$ cat config.mk
export PLATFORM = sky130hd
export DESIGN_NAME = rr_arb_mux
export DESIGN_NICKNAME = d
export VERILOG_FILES = /design/src/rtl/rr_arb_mux_pkg.sv /design/src/rtl/rr_arb_mux_arbiter.sv /design/src/rtl/rr_arb_mux.sv
export SDC_FILE = /design/constraint.sdc
export NUM_CORES = 1
export LEC_CHECK = 0
export ABC_AREA = 1
export BUFFER_PORTS_ARGS = -buffer_cell sky130_fd_sc_hd__buf_4
export CORE_MARGIN = 5
export CORE_UTILIZATION = 38
export DETAILED_ROUTE_END_ITERATION = 16
export GPL_ROUTABILITY_DRIVEN = 0
export HOLD_SLACK_MARGIN = 0.08
export PLACE_DENSITY = 0.77
export RECOVER_POWER = 50
export SYNTH_ARGS = -nofsm -noshare
export SYNTH_HDL_FRONTEND = slang
export SYNTH_SLANG_ARGS = --single-unit
export TNS_END_PERCENT = 20
$ cat constraint.sdc
create_clock -name clk -period 2.15 [get_ports clk]
set_clock_uncertainty 0.05 [all_clocks]
set_input_delay 0.1075 -clock clk [delete_from_list [all_inputs] [get_ports clk]]
set_output_delay 0.1075 -clock clk [all_outputs]
set_load 0.005 [all_outputs]
$ cat src/rtl/rr_arb_mux_pkg.sv
// rr_arb_mux_pkg: arbitration modes, FSM encoding and width helper shared by the mux
package rr_arb_mux_pkg;
    localparam int ARB_RR    = 0;
    localparam int ARB_FIXED = 1;

    typedef enum logic {ST_ARB = 1'b0, ST_LOCK = 1'b1} state_e;

    function automatic int clog2(input int n);
        int r = 0;
        while ((1 << r) < n) r++;
        return r;
    endfunction
endpackage

$ cat src/rtl/rr_arb_mux_arbiter.sv
// rr_arbiter: combinational request+pointer to one-hot grant and binary index
module rr_arbiter import rr_arb_mux_pkg::*; #(
    parameter  int N_CH     = 4,
    parameter  int ARB_MODE = ARB_RR,
    localparam int SELW     = clog2(N_CH)
) (
    input  logic [N_CH-1:0] req,
    input  logic [SELW-1:0] ptr,
    output logic [N_CH-1:0] gnt,
    output logic [SELW-1:0] idx
);
    logic [SELW-1:0]   start;
    logic [2*N_CH-1:0] dbl;
    logic [N_CH-1:0]   rot;
    logic [SELW:0]     off;
    logic [SELW:0]     sum;

    // Rotate so the search origin sits at bit 0, then pick the lowest set bit
    always_comb begin
        start = (ARB_MODE == ARB_FIXED) ? '0 : ptr;
        dbl   = {req, req} >> start;
        rot   = dbl[N_CH-1:0];
        off   = '0;
        for (int i = N_CH - 1; i >= 0; i--) if (rot[i]) off = (SELW+1)'(i);
        sum   = off + {1'b0, start};
        idx   = (sum >= (SELW+1)'(N_CH)) ? SELW'(sum - (SELW+1)'(N_CH)) : SELW'(sum);
        gnt   = (|req) ? (N_CH'(1) << idx) : '0;
    end
endmodule

$ cat src/rtl/rr_arb_mux.sv
// rr_arb_mux: N-channel registered arbitrating multiplexer with packet lock on last
module rr_arb_mux import rr_arb_mux_pkg::*; #(
    parameter  int N_CH     = 4,
    parameter  int WIDTH    = 32,
    parameter  int ARB_MODE = ARB_RR,
    localparam int SELW     = clog2(N_CH)
) (
    input  logic                  clk,
    input  logic                  rst,
    input  logic [N_CH*WIDTH-1:0] in_data,
    input  logic [N_CH-1:0]       in_valid,
    input  logic [N_CH-1:0]       in_last,
    output logic [N_CH-1:0]       in_ready,
    output logic [WIDTH-1:0]      out_data,
    output logic                  out_last,
    output logic [SELW-1:0]       out_sel,
    output logic                  out_valid,
    input  logic                  out_ready
);
    state_e            state_q, state_d;
    logic [SELW-1:0]   lock_ch_q, lock_ch_d, rr_ptr_q, rr_ptr_d, out_sel_q, out_sel_d;
    logic [SELW-1:0]   arb_idx, gidx;
    logic [N_CH-1:0]   arb_gnt, grant;
    logic [WIDTH-1:0]  out_data_q, out_data_d, sel_data;
    logic              out_last_q, out_last_d, out_valid_q, out_valid_d;
    logic              slot_free, accept, sel_last;

    rr_arbiter #(.N_CH(N_CH), .ARB_MODE(ARB_MODE)) u_arb (
        .req(in_valid),
        .ptr(rr_ptr_q),
        .gnt(arb_gnt),
        .idx(arb_idx)
    );

    always_comb begin
        slot_free   = ~out_valid_q | out_ready;
        grant       = rst ? '0 : (state_q == ST_LOCK) ? ((N_CH'(1) << lock_ch_q) & in_valid) : arb_gnt;
        gidx        = (state_q == ST_LOCK) ? lock_ch_q : arb_idx;
        in_ready    = grant & {N_CH{slot_free}};
        accept      = |in_ready;
        sel_data    = '0;
        for (int i = 0; i < N_CH; i++) sel_data |= in_data[i*WIDTH +: WIDTH] & {WIDTH{grant[i]}};
        sel_last    = |(grant & in_last);
        state_d     = accept ? (sel_last ? ST_ARB : ST_LOCK) : state_q;
        lock_ch_d   = accept ? gidx : lock_ch_q;
        // Pointer only advances when a packet completes, so it never moves mid-packet
        rr_ptr_d    = (ARB_MODE == ARB_RR && accept && sel_last)
                    ? ((gidx == SELW'(N_CH - 1)) ? '0 : gidx + SELW'(1)) : rr_ptr_q;
        out_valid_d = accept | (out_valid_q & ~out_ready);
        out_data_d  = accept ? sel_data : out_data_q;
        out_last_d  = accept ? sel_last : out_last_q;
        out_sel_d   = accept ? gidx : out_sel_q;
    end

    always_ff @(posedge clk) begin
        if (rst) begin
            state_q     <= ST_ARB;
            lock_ch_q   <= '0;
            rr_ptr_q    <= '0;
            out_valid_q <= 1'b0;
            out_data_q  <= '0;
            out_last_q  <= 1'b0;
            out_sel_q   <= '0;
        end else begin
            state_q     <= state_d;
            lock_ch_q   <= lock_ch_d;
            rr_ptr_q    <= rr_ptr_d;
            out_valid_q <= out_valid_d;
            out_data_q  <= out_data_d;
            out_last_q  <= out_last_d;
            out_sel_q   <= out_sel_d;
        end
    end

    assign out_valid = out_valid_q;
    assign out_data  = out_data_q;
    assign out_last  = out_last_q;
    assign out_sel   = out_sel_q;
endmodule
==> metrics.csv, run 1 <==
stage;metric;value;unit
cts;cts_buffers;5;
cts;clkTransAtPathRegs;0.08;ns
cts;htreeDepth;2;
cells_and_area;syn_to_final_growth;80.9;%
cts;clock_latency;0.30;ns
cells_and_area;n_antenna_cell;0;
yosys;yosys_warnings;0;
critical_path;crit_path_frequent_cell;nand2_1;
cts;cts_tree;done;
timing;setup_viol;43;
critical_path;worstSetupPathType;register to register;
cts;ctsRootBufferMaster;clkbuf_8;
timing;relSlewSlack;62.0;%
cts;cts_max_path_buffers;2;
grt;gr-usage-all-layers;26.1;%
critical_path;cp.arrival;2.68;ns
critical_path;setup.worst_path.start_class;register;
die;die_h;92.9;microns
critical_path;cp.required;2.29;ns
cells_and_area;final-instance-count-excl-fill;720;
critical_path;endpoint_kind;register;
yosys;synth-edff-count;0;
critical_path;r2r_cells;14;
cts;clock_sinks;39;
timing;fin_crit_sh;118;%
die;die_x;92.9;microns
routing;drc;0;
yosys;ys.flop_type;dfxtp_1;
placed_design;portBuffers;178;
critical_path;cp_slowest_cell;dfxtp_4;
timing;hold_viol;0;
power;power;8.92;mW
min_path;holdPathStages;5;
cells_and_area;drive_above_1_share;42.5;%
power;p_leak;2.27;nW
timing;slew_violations;0;
yosys;synth_area_leaders;dfxtp_1 30%, nand2_1 23%, nor2_1 11%;
routing;wirelength;11600;microns
timing;period_needed;2.54;ns
yosys;ys_ff_latch;39;
critical_path;path_max_fanout;7;
routing;first_iter_violations;218;
die;ios;179;
run_status;violations;negative setup slack;
routing;vias;3720;
yosys;avgSynthCellArea;6.02;sq um
timing;layout_setup_ws;-0.390;ns
cells_and_area;fin_area;4720;sq um
timing;fmax;0.394;GHz
yosys;synth_area;2610;sq um
die;coreArea;6720;sq um
placed_design;place_inst;692;
yosys;postSynthCellCount;433;
yosys;synthTopCellsByCount;162 x nand2_1, 76 x nor2_1, 39 x dfxtp_1;
power;peakVddDrop;1100;uV
grt;grt_pass1_vias;3836;
die;initial_core_util;38.8;%
run_status;status;complete, but fails checks;
critical_path;path_cells;nand2_1, nand3_1, nand2_1, a21boi_4, ha_4, inv_2, a21oi_4, nor2_4, buf_6, o211ai_4, nand2_8, clkbuf_16, o21ai_1, nor2_1;
die;die-area;8620;sq um
yosys;yosysMostFrequentCell;nand2_1;
placed_design;pre_cts_slack;-0.378;ns
grt;grt_antenna_before_repair;0;
routing;drtAntennaViolNets;0;
power;power.density;1890;nW/um^2
yosys;synth_top_area_cell;dfxtp_1;
yosys;yosysSeqAreaShare;29.9;%
grt;grt_first_pass_wirelength;17900;microns
yosys;synthArstFlopShare;0;%
grt;gr-total-overflow;0;
grt;grt_start_max_net_pins;38;
job;max-cap-violations;0;
placed_design;hpwl;8240;microns
routing;via_per_inst;5.17;
cells_and_area;fin_util;70.2;%
die;rows;30;
min_path;hold_path_class;input pin to register;
routing;dr.pass1.iters;5;
timing;worst_pin_slew;0.568;ns
critical_path;slowest_delay;0.40;ns
routing;avgRoutedWirePerCell;16.1;microns
yosys;synth_cell_type_count;29;
timing;rsz0062_at_grt;true;
yosys;synth_nets;573;
yosys;synth_top_area_share;29.9;%
cells_and_area;nets;779;
placed_design;dpl_cell_area;4160;sq um
-- kinds of logic (layout without fill, tap and decap cells) --
| group | Yosys count | in the layout | synth area share, % |
|---|---|---|---|
| flops | 39 | 39 | 29.9 |
| compound gates | 49 | 49 | 10.6 |
| buf+inv | 45 | 252 | 9.88 |
| xor+xnor | 1 | 1 | 0.336 |
| simple gates | 298 | 298 | 48.8 |
| fa+ha+maj | 1 | 1 | 0.480 |
-- sequential cells by signal, summed over array words and instances (netlist names) --
| signal | flops |
|---|---|
| out_last | 1 |
| out_sel | 2 |
| rr_ptr_q | 2 |
| out_valid | 1 |
| state_q | 1 |
| out_data | 32 |
-- routing by layer --
| layer | routed length, microns | track usage (%) | vias to the layer above | share of wire (%) |
|---|---|---|---|---|
| li1 | - | - | 1812 | - |
| met1 | 4490 | 29.9 | 1725 | 39 |
| met2 | 6070 | 47.6 | 160 | 52 |
| met3 | 771 | 5.77 | 23 | 6.6 |
| met4 | 286 | 8.55 | 0 | 2.5 |
| met5 | 0 | 0 | - | 0 |
-- worst max-delay path, delay by kind of cell (launching register included) --
family | cells | cell delay, ns
DFF | 1 | 0.40
AOI/OAI and AO/OA | 4 | 0.73
buffers and inverters | 3 | 0.38
and+or+nand+nor | 6 | 0.61
adders and majority gates | 1 | 0.28
-- cell type report --
cell class / instances / area, sq um
sequential: 39 / 786
clock inverter: 2 / 12.5
fill: 542 / 2000
clock buffer: 6 / 72.6
tap: 80 / 100
timing repair buffer: 222 / 1850
inverter: 22 / 116
multi-input combinational: 349 / 1790
-- worst paths after layout --
check	startpoint	end	slack, ns
worst max-delay path	rr_ptr_q[0]$_SDFFE_PP0P_	out_data[2]$_SDFFE_PP0P_	-0.39
worst min-delay path	in_data[47]	out_data[15]$_SDFFE_PP0P_	0.08
worst max register to register	rr_ptr_q[0]$_SDFFE_PP0P_	out_data[2]$_SDFFE_PP0P_	-0.39
worst min register to register	out_last$_SDFFE_PP0P_	out_last$_SDFFE_PP0P_	0.45
-- through the flow --
stage	setup TNS (ns)	hold WS, ns
finish	-13.68	0.0835
global placement	-8.85	0.278
floorplan	-1.21	0.127
CTS	-9.82	0.0811
detailed placement	-13.26	0.280
global route	-19.22	0.0937
-- power breakdown --
group	internal [mW]	leakage, nW	switching (mW)	total (mW)
Clock	0.227	0.0412	0.263	0.490
Sequential	1.03	0.324	0.221	1.25
Combinational	3.29	1.91	3.88	7.18
-- placed cells by master, fill, tap and decap left out, drive strengths merged --
cell type,Yosys,routed
buf,20,197
nand2,169,169
nor2,76,76
dfxtp,39,39
o21ai,36,36
nand4,32,32
clkbuf,3,27
inv,21,21
nand3,18,18
a21oi,9,9
dlygate4sd3,0,4
clkinv,1,2
o211ai,2,2
a21boi,1,1
xor2,1,1
nand3b,1,1
a31oi,1,1
nor3,1,1
nor3b,1,1
ha,1,1
clkinvlp,0,1
-- timing repair --
action / CTS / global route
hold endpoints to repair: 5 / 0
hold buffers: 4 / 0
pin swaps: 20 / 26
gates resized for setup: 56 / 24
endpoints found under the setup margin: 43 / 43
setup buffers: 7 / 3
gates cloned: 3 / 3
No activity file was read; power rests on OpenSTA's default activity.
==> inputs of run 2 (changes only) <==
--- a/config.mk
+++ b/config.mk
@@ -7,12 +7,14 @@
 export LEC_CHECK = 0
 export ABC_AREA = 1
 export BUFFER_PORTS_ARGS = -buffer_cell sky130_fd_sc_hd__buf_4
+export CELL_PAD_IN_SITES_DETAIL_PLACEMENT = 1
+export CELL_PAD_IN_SITES_GLOBAL_PLACEMENT = 1
 export CORE_MARGIN = 5
-export CORE_UTILIZATION = 38
+export CORE_UTILIZATION = 24
 export DETAILED_ROUTE_END_ITERATION = 16
 export GPL_ROUTABILITY_DRIVEN = 0
 export HOLD_SLACK_MARGIN = 0.08
-export PLACE_DENSITY = 0.77
+export PLACE_DENSITY_LB_ADDON = 0.1
 export RECOVER_POWER = 50
 export SYNTH_ARGS = -nofsm -noshare
 export SYNTH_HDL_FRONTEND = slang
==> metrics.csv, run 2 (synthesis gave the netlist of run 1 again) <==
stage;metric;value;unit;change
run_status;status;complete, but fails checks;;
run_status;violations;negative setup slack;;
cts;clock_sinks;39;;unchanged
timing;fin_crit_sh;113;%;-5.0 points
cells_and_area;largest_reg_flops;32;;unchanged
critical_path;cp.required;1.99;ns;-0.30 ns
cts;cts_tree;done;;
critical_path;setup.worst_path.start_class;register;;
critical_path;rrSetupSlack;-0.26;ns;+0.13 ns
timing;worst_pin_slew;0.406;ns;-0.162 ns
power;power.density;1860;nW/um^2;-1.8%
job;max-cap-violations;0;;unchanged
routing;via_per_inst;4.63;;-10%
routing;avgRoutedWirePerCell;16.2;microns;+0.24%
critical_path;path_max_fanout;6;;-1
cells_and_area;drive_above_1_share;43.3;%;+0.76 points
min_path;min_to;out_data[10]$_SDFFE_PP0P_;;
routing;first_iter_violations;129;;-41%
critical_path;regToRegStartpoint;rr_ptr_q[0]$_SDFFE_PP0P_;;
die;ios;179;;unchanged
routing;vias;3634;;-2.3%
grt;gr-usage-all-layers;18.7;%;-7.3 points
timing;fmax;0.411;GHz;+4.4%
cts;htreeDepth;2;;unchanged
timing;layout_setup_ws;-0.282;ns;+0.108 ns
grt;grt_antenna_before_repair;0;;unchanged
timing;tns;-10.06;ns;+3.63 ns
grt;grt_pass1_vias;3987;;+3.9%
critical_path;r2r_cells;16;;+2
cells_and_area;syn_to_final_growth;86.3;%;
cells_and_area;fin_util;45.2;%;-25 points
die;coreArea;10700;sq um;+60%
die;die_h;114;microns;+23%
routing;drtAntennaViolNets;0;;unchanged
die;initial_core_util;24.3;%;-15 points
critical_path;endpoint_kind;output pin;;
cells_and_area;layout_common_cells;187 x buf_4, 150 x nand2_1, 67 x nor2_1, 37 x dfxtp_1, 32 x nand4_1;;
critical_path;reg2reg_to;out_data[16]$_SDFFE_PP0P_;;
timing;setup_viol;43;;unchanged
power;peakVddDrop;737;uV;-33%
min_path;hold_start;in_data[10];;
routing;wirelength;12700;microns;+9.3%
timing;hold_viol;0;;unchanged
timing;rsz0062_at_grt;true;;
routing;dr.pass1.iters;4;;-1
cells_and_area;layout_commonest_cell;buf_4;;
cts;ctsRootBufferMaster;clkbuf_8;;
min_path;holdPathStages;5;;unchanged
grt;gr-total-overflow;0;;unchanged
min_path;hold_path_class;input pin to register;;
timing;period_needed;2.43;ns;-0.108 ns
cts;cts_max_path_buffers;2;;unchanged
cts;clkTransAtPathRegs;0.08;ns;about the same
cts;clock_latency;0.29;ns;about the same
cells_and_area;nets;784;;+0.64%
placed_design;portBuffers;178;;unchanged
power;p_leak;2.30;nW;+1.2%
critical_path;cp.arrival;2.27;ns;-0.41 ns
grt;grt_start_max_net_pins;38;;unchanged
die;die_x;114;microns;+23%
grt;grt_first_pass_wirelength;19700;microns;+9.8%
die;die-area;13100;sq um;+51%
cts;cts_buffers;5;;unchanged
timing;slew_violations;0;;unchanged
placed_design;hpwl;9690;microns;+18%
die;rows;38;;+27%
routing;drc;0;;unchanged
timing;relSlewSlack;72.9;%;+11 points
critical_path;worstSetupPathType;register to output pin;;
cells_and_area;n_antenna_cell;0;;unchanged
## run 2: final cells by class
cell class                      count  area (sq um)
Clock buffer                        6          72.6
Clock inverter                      2          60.1
Fill cell                        1410          5890
Inverter                           22          96.3
Multi-Input combinational cell    349          1830
Sequential cell                    39           788
Tap cell                          140           175
Timing Repair Buffer              227          1830
## run 2: where the power goes
part	switching, mW	leakage (nW)	internal [mW]
Clock	0.270	0.0654	0.464
Sequential	0.207	0.324	1.03
Combinational	3.86	1.91	3.18
Total	4.34	2.30	4.68
## run 2: what timing repair did
action | CTS | global route
endpoints found under the setup margin | 43 | 43
gates resized for setup | 46 | 30
hold buffers | 6 | 0
endpoints found under the hold margin | 7 | 0
pin swaps | 18 | 19
gates cloned | 1 | 1
setup buffers | 8 | 4
## run 2: critical path, stage by stage (launching register included)
cell and delay [ns]:
dfxtp_4 0.40, inv_6 0.06, nand2_4 0.06, nand3_2 0.07, nand2_2 0.10, nand3_4 0.08, a21boi_4 0.16, ha_4 0.15
xor2_2 0.17, inv_1 0.10, nand3_4 0.10, nand2_4 0.08, nand2_8 0.09, nand2_4 0.06, buf_6 0.12, nor2_4 0.08
buf_4 0.11
## run 2: worst max path at each step
stage / end / slack [ns] / from
5_1_grt: rr_ptr_q[1]$_SDFFE_PP0P_ / -0.44 / rr_ptr_q[0]$_SDFFE_PP0P_
6_report: in_ready[0] / -0.28 / rr_ptr_q[0]$_SDFFE_PP0P_
2_1_floorplan: out_data[0]$_SDFFE_PP0P_ / -0.06 / rr_ptr_q[0]$_SDFFE_PP0P_
3_5_place_dp: out_data[16]$_SDFFE_PP0P_ / -0.38 / rr_ptr_q[0]$_SDFFE_PP0P_
3_3_place_gp: out_data[27]$_SDFFE_PP0P_ / -0.29 / rr_ptr_q[0]$_SDFFE_PP0P_
4_1_cts: in_ready[1] / -0.25 / rr_ptr_q[0]$_SDFFE_PP0P_
## run 2: metrics by stage
stage,power (mW),setup slack [ns],hold WS [ns],std cells,cell area [sq um]
4_1_cts,8.60,-0.250,0.0812,780,4720
3_3_place_gp,7.11,-0.287,0.265,757,4290
3_5_place_dp,7.20,-0.379,0.271,757,4290
2_1_floorplan,5.03,-0.0604,0.127,433,2640
5_1_grt,9.86,-0.443,0.0869,785,4860
6_report,9.02,-0.282,0.0866,785,4860
## run 2: per-layer routing
layer / up-vias / share of wire, % / global-route usage, %
met2: 107 / 52 / 34.5
met3: 16 / 6.1 / 4.70
met1: 1689 / 40 / 22.0
met4: 0 / 1.7 / 3.72
met5: - / 0 / 0
li1: 1822 / - / -
